### src/rtl/cu_fsm.sv
// cu_fsm: multi-cycle control sequencer for the OTTER RV32I core.
// Walks each instruction through fetch, execute, optional load writeback and
// optional interrupt entry, and owns every state-dependent write/read strobe.
// Mux selects come from the separate combinational decoder; this block only
// decides when things happen. A bounded wait counter turns a memory that
// never answers into a sticky fault and a halt.
module cu_fsm #(
    parameter int WAIT_MAX = 15
) (
    input  logic       CLK,
    input  logic       RST_N,
    input  logic [6:0] opcode,
    input  logic [2:0] func3,
    input  logic       intr,
    input  logic       mie,
    input  logic       mem_rdy1,
    input  logic       mem_rdy2,
    output logic       rst,
    output logic       pcWrite,
    output logic       regWrite,
    output logic       memRDEN1,
    output logic       memRDEN2,
    output logic       memWE2,
    output logic       csr_WE,
    output logic       int_taken,
    output logic       mret_exec,
    output logic       fault
);

    localparam int CW = (WAIT_MAX < 1) ? 1 : $clog2(WAIT_MAX + 1);
    localparam logic [CW-1:0] WAIT_LAST = CW'(WAIT_MAX);

    localparam logic [6:0] OPC_LUI    = 7'b0110111;
    localparam logic [6:0] OPC_AUIPC  = 7'b0010111;
    localparam logic [6:0] OPC_OP_IMM = 7'b0010011;
    localparam logic [6:0] OPC_OP     = 7'b0110011;
    localparam logic [6:0] OPC_JAL    = 7'b1101111;
    localparam logic [6:0] OPC_JALR   = 7'b1100111;
    localparam logic [6:0] OPC_BRANCH = 7'b1100011;
    localparam logic [6:0] OPC_LOAD   = 7'b0000011;
    localparam logic [6:0] OPC_STORE  = 7'b0100011;
    localparam logic [6:0] OPC_SYSTEM = 7'b1110011;

    typedef enum logic [2:0] {
        ST_INIT,
        ST_FETCH,
        ST_EXEC,
        ST_WB,
        ST_INTR,
        ST_HALT
    } state_t;

    state_t         state_reg;
    state_t         state_next;
    logic [CW-1:0]  wait_cnt_reg;
    logic           fault_reg;

    logic           waiting;    // current access is stalled on its ready
    logic           complete;   // instruction retires this cycle (pcWrite)
    logic           is_mret;    // completing instruction is MRET
    logic           timeout;    // stall has run out of budget

    // Strobes and next state decoded from the current state and live inputs.
    always_comb begin
        rst        = 1'b0;
        pcWrite    = 1'b0;
        regWrite   = 1'b0;
        memRDEN1   = 1'b0;
        memRDEN2   = 1'b0;
        memWE2     = 1'b0;
        csr_WE     = 1'b0;
        int_taken  = 1'b0;
        mret_exec  = 1'b0;
        state_next = state_reg;
        waiting    = 1'b0;
        complete   = 1'b0;
        is_mret    = 1'b0;

        case (state_reg)
            ST_INIT: begin
                rst        = 1'b1;
                state_next = ST_FETCH;
            end
            ST_FETCH: begin
                memRDEN1 = 1'b1;
                if (mem_rdy1) state_next = ST_EXEC;
                else          waiting    = 1'b1;
            end
            ST_EXEC: begin
                case (opcode)
                    OPC_LUI, OPC_AUIPC, OPC_OP_IMM, OPC_OP, OPC_JAL, OPC_JALR: begin
                        pcWrite  = 1'b1;
                        regWrite = 1'b1;
                        complete = 1'b1;
                    end
                    OPC_BRANCH: begin
                        pcWrite  = 1'b1;
                        complete = 1'b1;
                    end
                    OPC_STORE: begin
                        // Write enable is held until the data port acknowledges.
                        memWE2 = 1'b1;
                        if (mem_rdy2) begin
                            pcWrite  = 1'b1;
                            complete = 1'b1;
                        end else begin
                            waiting = 1'b1;
                        end
                    end
                    OPC_LOAD: begin
                        memRDEN2   = 1'b1;
                        state_next = ST_WB;
                    end
                    OPC_SYSTEM: begin
                        pcWrite  = 1'b1;
                        complete = 1'b1;
                        if (func3 == 3'b001) begin
                            regWrite = 1'b1;
                            csr_WE   = 1'b1;
                        end else if (func3 == 3'b000) begin
                            mret_exec = 1'b1;
                            is_mret   = 1'b1;
                        end
                    end
                    default: begin
                        // Unknown opcodes retire as a NOP.
                        pcWrite  = 1'b1;
                        complete = 1'b1;
                    end
                endcase
            end
            ST_WB: begin
                memRDEN2 = 1'b1;
                if (mem_rdy2) begin
                    regWrite = 1'b1;
                    pcWrite  = 1'b1;
                    complete = 1'b1;
                end else begin
                    waiting = 1'b1;
                end
            end
            ST_INTR: begin
                int_taken  = 1'b1;
                pcWrite    = 1'b1;
                state_next = ST_FETCH;
            end
            ST_HALT: begin
                state_next = ST_HALT;
            end
            default: begin
                state_next = ST_INIT;
            end
        endcase

        // Interrupts are only sampled at retirement; MRET never traps directly.
        if (complete) begin
            if (intr && mie && !is_mret) state_next = ST_INTR;
            else                         state_next = ST_FETCH;
        end

        // A ready arriving on the last allowed cycle clears waiting, so it wins.
        timeout = waiting && (wait_cnt_reg == WAIT_LAST);
        if (timeout) state_next = ST_HALT;
    end

    assign fault = fault_reg;

    // State register, stall counter and sticky fault flag.
    always_ff @(posedge CLK or negedge RST_N) begin
        if (!RST_N) begin
            state_reg    <= ST_INIT;
            wait_cnt_reg <= '0;
            fault_reg    <= 1'b0;
        end else begin
            state_reg <= state_next;
            if (timeout) fault_reg <= 1'b1;
            if (state_next != state_reg) wait_cnt_reg <= '0;
            else if (waiting)            wait_cnt_reg <= wait_cnt_reg + 1'b1;
        end
    end

endmodule
### config.mk
export PLATFORM = sky130hd
export DESIGN_NAME = cu_fsm
export DESIGN_NICKNAME = d
export VERILOG_FILES = /design/src/rtl/cu_fsm.sv
export SDC_FILE = /design/constraint.sdc
export NUM_CORES = 1
export LEC_CHECK = 0
export ABC_AREA = 1
export BUFFER_PORTS_ARGS = -buffer_cell sky130_fd_sc_hd__buf_2
export CAP_MARGIN = 20
export CORE_MARGIN = 5
export CORE_UTILIZATION = 43
export DETAILED_ROUTE_END_ITERATION = 10
export PLACE_DENSITY = 0.78
export SYNTH_ARGS = -nofsm -noshare
export SYNTH_HDL_FRONTEND = slang
export SYNTH_SLANG_ARGS = --single-unit
### constraint.sdc
create_clock -name CLK -period 1.44 [get_ports CLK]
set_input_delay 0.144 -clock CLK [delete_from_list [all_inputs] [get_ports CLK]]
set_output_delay 0.144 -clock CLK [all_outputs]
set_load 0.01 [all_outputs]
# Yosys cells after proc, flatten, opt, wreduce, memory -nomap -nowiden
# Cells that the tools add are included.
[totals] input_bits=16 reg_bits=8 output_inout_bits=10 elab_cells=62
[classes] n_reduce_logical=9 eq_ne=17 addsub=1 n_mux=32
[op_table] operator="$eq 7x6->1 const B" n=3
[op_table] operator="$eq 7x7->1 const B" n=3
[op_table] operator="$mux 1" n=17
[op_table] operator="$mux 3" n=5
[op_table] operator="$pmux 3 s5" n=1
[op_table] operator="$eq 7x5->1 const B" n=2
[op_table] operator="$pmux 1 s2" n=5
[op_table] operator="$mux 4" n=2
[op_table] operator="$eq 7x2->1 const B" n=1
[op_table] operator="$eq 3x1->1 const B" n=2
[op_table] operator="$eq 3x2->1 const B" n=2
[op_table] operator="$eq 3x3->1 const B" n=2
[op_table] operator="$logic_not 3->1" n=2
[op_table] operator="$pmux 1 s3" n=2
[op_table] operator="$reduce_or 6->1" n=1
[op_table] operator="$add 4x1->4 const B" n=1
[op_table] operator="$eq 4x4->1 const B" n=1
[op_table] operator="$logic_and 1x1->1" n=3
[op_table] operator="$ne 3x3->1" n=1
[op_table] operator="$reduce_bool 2->1" n=1
[op_table] operator="$reduce_or 2->1" n=1
[op_table] operator="$logic_not 1->1" n=1

# Depth between registers and ports, before layout
[depth] ltp_word=12 depth_mapped=14 depth_no_buf=14

# Least setup slack after synthesis
# OpenSTA, ideal clock, no wires.
[synth_timing] path_type="flip-flop to flip-flop" from="register state_reg[0]" to="register wait_cnt_reg[1]" path_slack_ns=-0.114 stages_incl_launch_ff=8 setup_ns=0.116 arrival_time_ns=1.438 synth_period_minus_slack_ns=1.554 path_buffers=0 required_time_ns=1.324 cell_sequence="dfrtp_1 inv_2 nor3_2 nand2_1 nand3_2 mux2_1 inv_1 nor2_1"
[synth_between] elab_chain_len=9 word_cells_on_any_way=22 cone_classes="eq/ne (6); mux (10); reduce/logical (6)"
[synth_rtl] item="start: declaration" line_no="53" text="state_t state_reg;"
[synth_rtl] item="start signal: assignment" line_no="175" text="state_reg <= state_next;"
[synth_rtl] item="$eq 3x2->1" line_no="79" text="case (state_reg)"
[synth_rtl] item="$mux 1" line_no="79"
[synth_rtl] item="$logic_not 1->1" line_no="157" text="if (intr && mie && !is_mret) state_next = ST_INTR;"
[synth_rtl] item="$logic_and 1x1->1" line_no="157"
[synth_rtl] item="$mux 3" line_no="157"
[synth_rtl] item="$mux 3" line_no="156" text="if (complete) begin"
[synth_rtl] item="$mux 3" line_no="163" text="if (timeout) state_next = ST_HALT;"
[synth_rtl] item="$ne 3x3->1" line_no="177" text="if (state_next != state_reg) wait_cnt_reg <= '0;"
[synth_rtl] item="$mux 4 or $reduce_bool 2->1 (tied branches)"
[synth_rtl] item="end signal: assignment" line_no="178" text="else if (waiting) wait_cnt_reg <= wait_cnt_reg + 1'b1;"
[synth_rtl] item="end: declaration" line_no="55" text="logic [CW-1:0] wait_cnt_reg;"
# Several ways; a longest one is shown, not always the timed one.
# A chain may end at the register's enable or synchronous reset.

# Worst setup path in the final report
[layout_timing] from="register state_reg[0]" to="register wait_cnt_reg[0]"
[layout_between] elab_chain_len=9 word_cells_on_any_way=22 cone_classes="eq/ne (6); mux (10); reduce/logical (6)"
[layout_rtl] item="$eq 3x2->1" line_no="79"
[layout_rtl] item="$mux 1" line_no="79"
[layout_rtl] item="$logic_not 1->1" line_no="157"
[layout_rtl] item="$logic_and 1x1->1" line_no="157"
[layout_rtl] item="$mux 3" line_no="157"
[layout_rtl] item="$mux 3" line_no="156"
[layout_rtl] item="$mux 3 *" line_no="163"
[layout_rtl] item="named net state_next[0]" line_no="54" text="state_t state_next;"
[layout_rtl] item="$ne 3x3->1 *" line_no="177"
[layout_rtl] item="$mux 4 or $reduce_bool 2->1 (tied branches)"
# The timed path passes the listed nets; every way through them passes the cells marked *.

==> results.md <==
- Status: finished, violations left
- Violated checks: negative setup slack
- NumNets Final: between 150 and 200
- Power per cell area: 1820 nW/um2
- Worst-case register-to-register setup slack: -300 ps
- Critical path depth in cells: 12
- Clock transition at the registers of the reported paths: 70 ps
- Net switching power: 0.00100 W
- CTS H-tree lvls: 1
- Number of placed I/O pins: 26
- Internal power of the cells: 0.00119 W
- Cell Area, Synth: 721 um2
- Seq cells post-synth: 8
- Library cell appearing most often on the critical path: sky130_fd_sc_hd__nand2_2
- Area of the multi-input gates: 526 um2
- Category of cells accounting for the largest share of critical-path delay: simple AND/OR/NAND/NOR gates
- Number of endpoints with negative hold slack in the final report: 0
- Synthesis-to-finish area growth: 66.7%
- Maximum clock skew at final layout: ~21 ps
- Topmost layer with routed signal wires: met4
- Maximum count of clock buffers along a single path: 2
- Post-Route WL: 2.70 mm
- Starting Density: a little under half
- Number of enable-type register cells in the synthesized netlist: 0
- Ant. Diodes: 0
- Share of synthesized flip-flops with an asynchronous set or reset: 100%
- Static leakage: 0.640 nW
- Max-slew headroom: 78.5%
- Post-synthesis cell type count: 25
- Most common cell after layout, fill and taps aside: sky130_fd_sc_hd__buf_4
- Syn Area/Cell: 6.93 um2
- Flop pwr share: approximately 16%
- Count of port buffers added during placement: 25
- Sum of met2 wire segment lengths after detailed routing: between 1 and 1.5 mm
- Sequential element share of the synthesized area: 27.8%
- Critical path endpoint category: flop
- Grt ovf: 0
- Path category of the worst min-delay check: primary input to asynchronous set/reset pin
- Number of max-slew violations in the final report: 0
- Maximum operating frequency: about 0.57 GHz
- Flip-flop count of the largest register, all copies and words added: 4
- Final std cells w/o fill: 178
- Rows: 14
- Worst VDD drop: 1.47 mV
- Fill count: approximately 110
- Routed metal-1 wire length: 1.02 mm
- Worst-skew pair later-pin latency: 270 ps
- Placeable core area: 1540 um2
- Number of clock sinks: 8
- Net switching share of the total power: 45.8%
- Unrepaired setup endpoints after global routing: true
- Part of the power in combinational logic: 75.1%
- Initial antenna violation count: 0
- Total via count after detailed routing: 988
- Ordered list of cells on the worst path: nor3_4 -> buf_4 -> nand2_1 -> nand2_2 -> nor2_1 -> nand2_1 -> nand2_2 -> nand2_2 -> nand2_2 -> nand2_2 -> nand3_4 -> nor2_1
- Max-Cap Viols: 0
- Total Power Consumption: approximately 0.0022 W
- Count of endpoints failing setup in the final report: 14
- Critical setup path kind: flop to flop
- Largest net degree at the start of global routing: 9
- Standard cell with the maximum stage delay on the critical path: sky130_fd_sc_hd__dfrtp_2
- Cell count after synthesis: roughly 100
- Max Fanout on Critical Path: 4
- Pin slew with the least headroom to its limit: 321 ps
- Die Y: 50.9 um
- Placer congestion estimate: ~0.84
- Top library cells by usage in the layout, fill and taps aside: 26 x sky130_fd_sc_hd__buf_4, 25 x sky130_fd_sc_hd__buf_2, 16 x sky130_fd_sc_hd__nand2_1
- Critical Path Max Stage Delay: 450 ps
- Worst EP required: 1620 ps
- Depth of the most critical reg-to-reg path: 12
- Number of remaining DRC errors: 0
- Ratio of cells with drive above 1 in the final layout: between 50 and 60%
- Number of placed cells counting well taps: 163
- Critical path launch point: state_reg[0]
- Global-route wire length before repair: between 4 and 5 mm
- Type of origin of the critical path: flop
- CTS Root Buffer Type: sky130_fd_sc_hd__clkbuf_4
- Number of buffers created by CTS: 3
- Total met3 wirelength after detailed routing: between 150 and 200 um
- Via density per instance: 5.55
- Startpoint of the worst register-to-register path: state_reg[0]
- Final critical path time including I/O delays and setup: 1740 ps
- Reg area: 203 um2
- Final worst setup slack: -301 ps
- Gr usage total: 19.6%
- Wirelength per Cell: 15.2 um
- Count of routing violations after the opening detailed-route iteration: 32
- Number of warnings reported in the yosys synthesis log: 0
- Data arrival at the endpoint of the critical path: 1920 ps
- Combined buffer and inverter count along the critical path: 1
- Clk network pwr share: about 9%
- Die width: 50.9 um
- Worst setup endpoint: wait_cnt_reg[0]
- Number of iterations in the first detailed-routing pass: 4
- Dominant register cell in the synthesized netlist: sky130_fd_sc_hd__dfrtp_1
- Worst flop-to-flop path endpoint: wait_cnt_reg[0]
- Via count of the first global-routing pass: 974
- Count of nets left with antenna violations after detail routing: 0
- HPWL reported at the end of detailed placement: approximately 1.6 mm
- Die area: 2590 um2
- Period utilisation layout: 121%
- CTS tree: yes
- Mapped Nets: 121
routing by layer:
layer / GRT usage [%] / vias up
li1: - / 457
met1: 22.1 / 469
met2: 35.1 / 49
met3: 4.36 / 13
met4: 8.09 / 0
met5: 0 / -
area by class of cell:
class                   count  area share [%]
inverters                  19            6.15
repair buffers             54            29.4
well taps                  16            1.67
multi-input cells          77            43.8
clock buffers               4            2.19
flip-flops and latches      8            16.9
how the worst min path moves through the flow:
stage	from	endpoint	slack, ps	cells past startpoint
2_1_floorplan	RST_N	fault	-150	0
3_3_place_gp	RST_N	wait_cnt_reg[3]	-8	1
3_5_place_dp	RST_N	wait_cnt_reg[2]	1	1
4_1_cts	RST_N	fault	250	2
5_1_grt	RST_N	state_reg[1]	280	2
6_report	RST_N	fault	240	2
through the flow:
stage	hold WS (ps)	TNS [ps]	utilization (%)	cell area, um2	setup WS (ps)
floorplan	-152	-250	-	723	-93.2
global placement	-8.02	-538	65.1	1000	-138
detailed placement	1.08	-1100	65.1	1000	-228
CTS	251	-2320	74.8	1150	-255
global route	284	-4050	77.9	1200	-362
finish	242	-3240	77.9	1200	-301
power by group through the flow:
stage / Combinational [W] / Sequential (W) / Clock, W
finish: 0.00164 / 0.000351 / 0.000193
global route: 0.00175 / 0.000355 / 0.000210
CTS: 0.00145 / 0.000346 / 0.000194
detailed placement: 0.00116 / 0.000369 / 0
global placement: 0.00112 / 0.000366 / 0
floorplan: 0.000626 / 0.000362 / 0
cells by family after synthesis:
family	count (synthesis)	share of synthesized area (%)
compound gates	7	6.77
xor+xnor	3	3.65
fa+ha+maj	1	1.74
buf+inv	19	9.90
flops	8	27.8
mux	1	1.56
simple gates	65	48.6
timing repair:
action,in CTS,in global routing
resized for setup,14,10
hold endpoints to repair,8,0
setup buffers,9,3
pin swaps,13,12
hold buffers,1,0
setup endpoints to repair,13,16
synth_stat cells, types with 2 or more instances:
| master | number | area, um2 |
|---|---|---|
| sky130_fd_sc_hd__nand3_1 | 9 | 45.0 |
| sky130_fd_sc_hd__nor3_1 | 3 | 15.0 |
| sky130_fd_sc_hd__nor2_1 | 13 | 48.8 |
| sky130_fd_sc_hd__dfrtp_1 | 8 | 200 |
| sky130_fd_sc_hd__nand2_1 | 22 | 82.6 |
| sky130_fd_sc_hd__nand3_2 | 2 | 20.0 |
| sky130_fd_sc_hd__xor2_1 | 2 | 17.5 |
| sky130_fd_sc_hd__nand2_2 | 3 | 18.8 |
| sky130_fd_sc_hd__inv_2 | 5 | 18.8 |
| sky130_fd_sc_hd__o21ai_0 | 4 | 20.0 |
| sky130_fd_sc_hd__nor2_4 | 2 | 22.5 |
| sky130_fd_sc_hd__inv_1 | 14 | 52.6 |
| sky130_fd_sc_hd__nand4_1 | 5 | 31.3 |
Power figures use the tool's default switching activity.
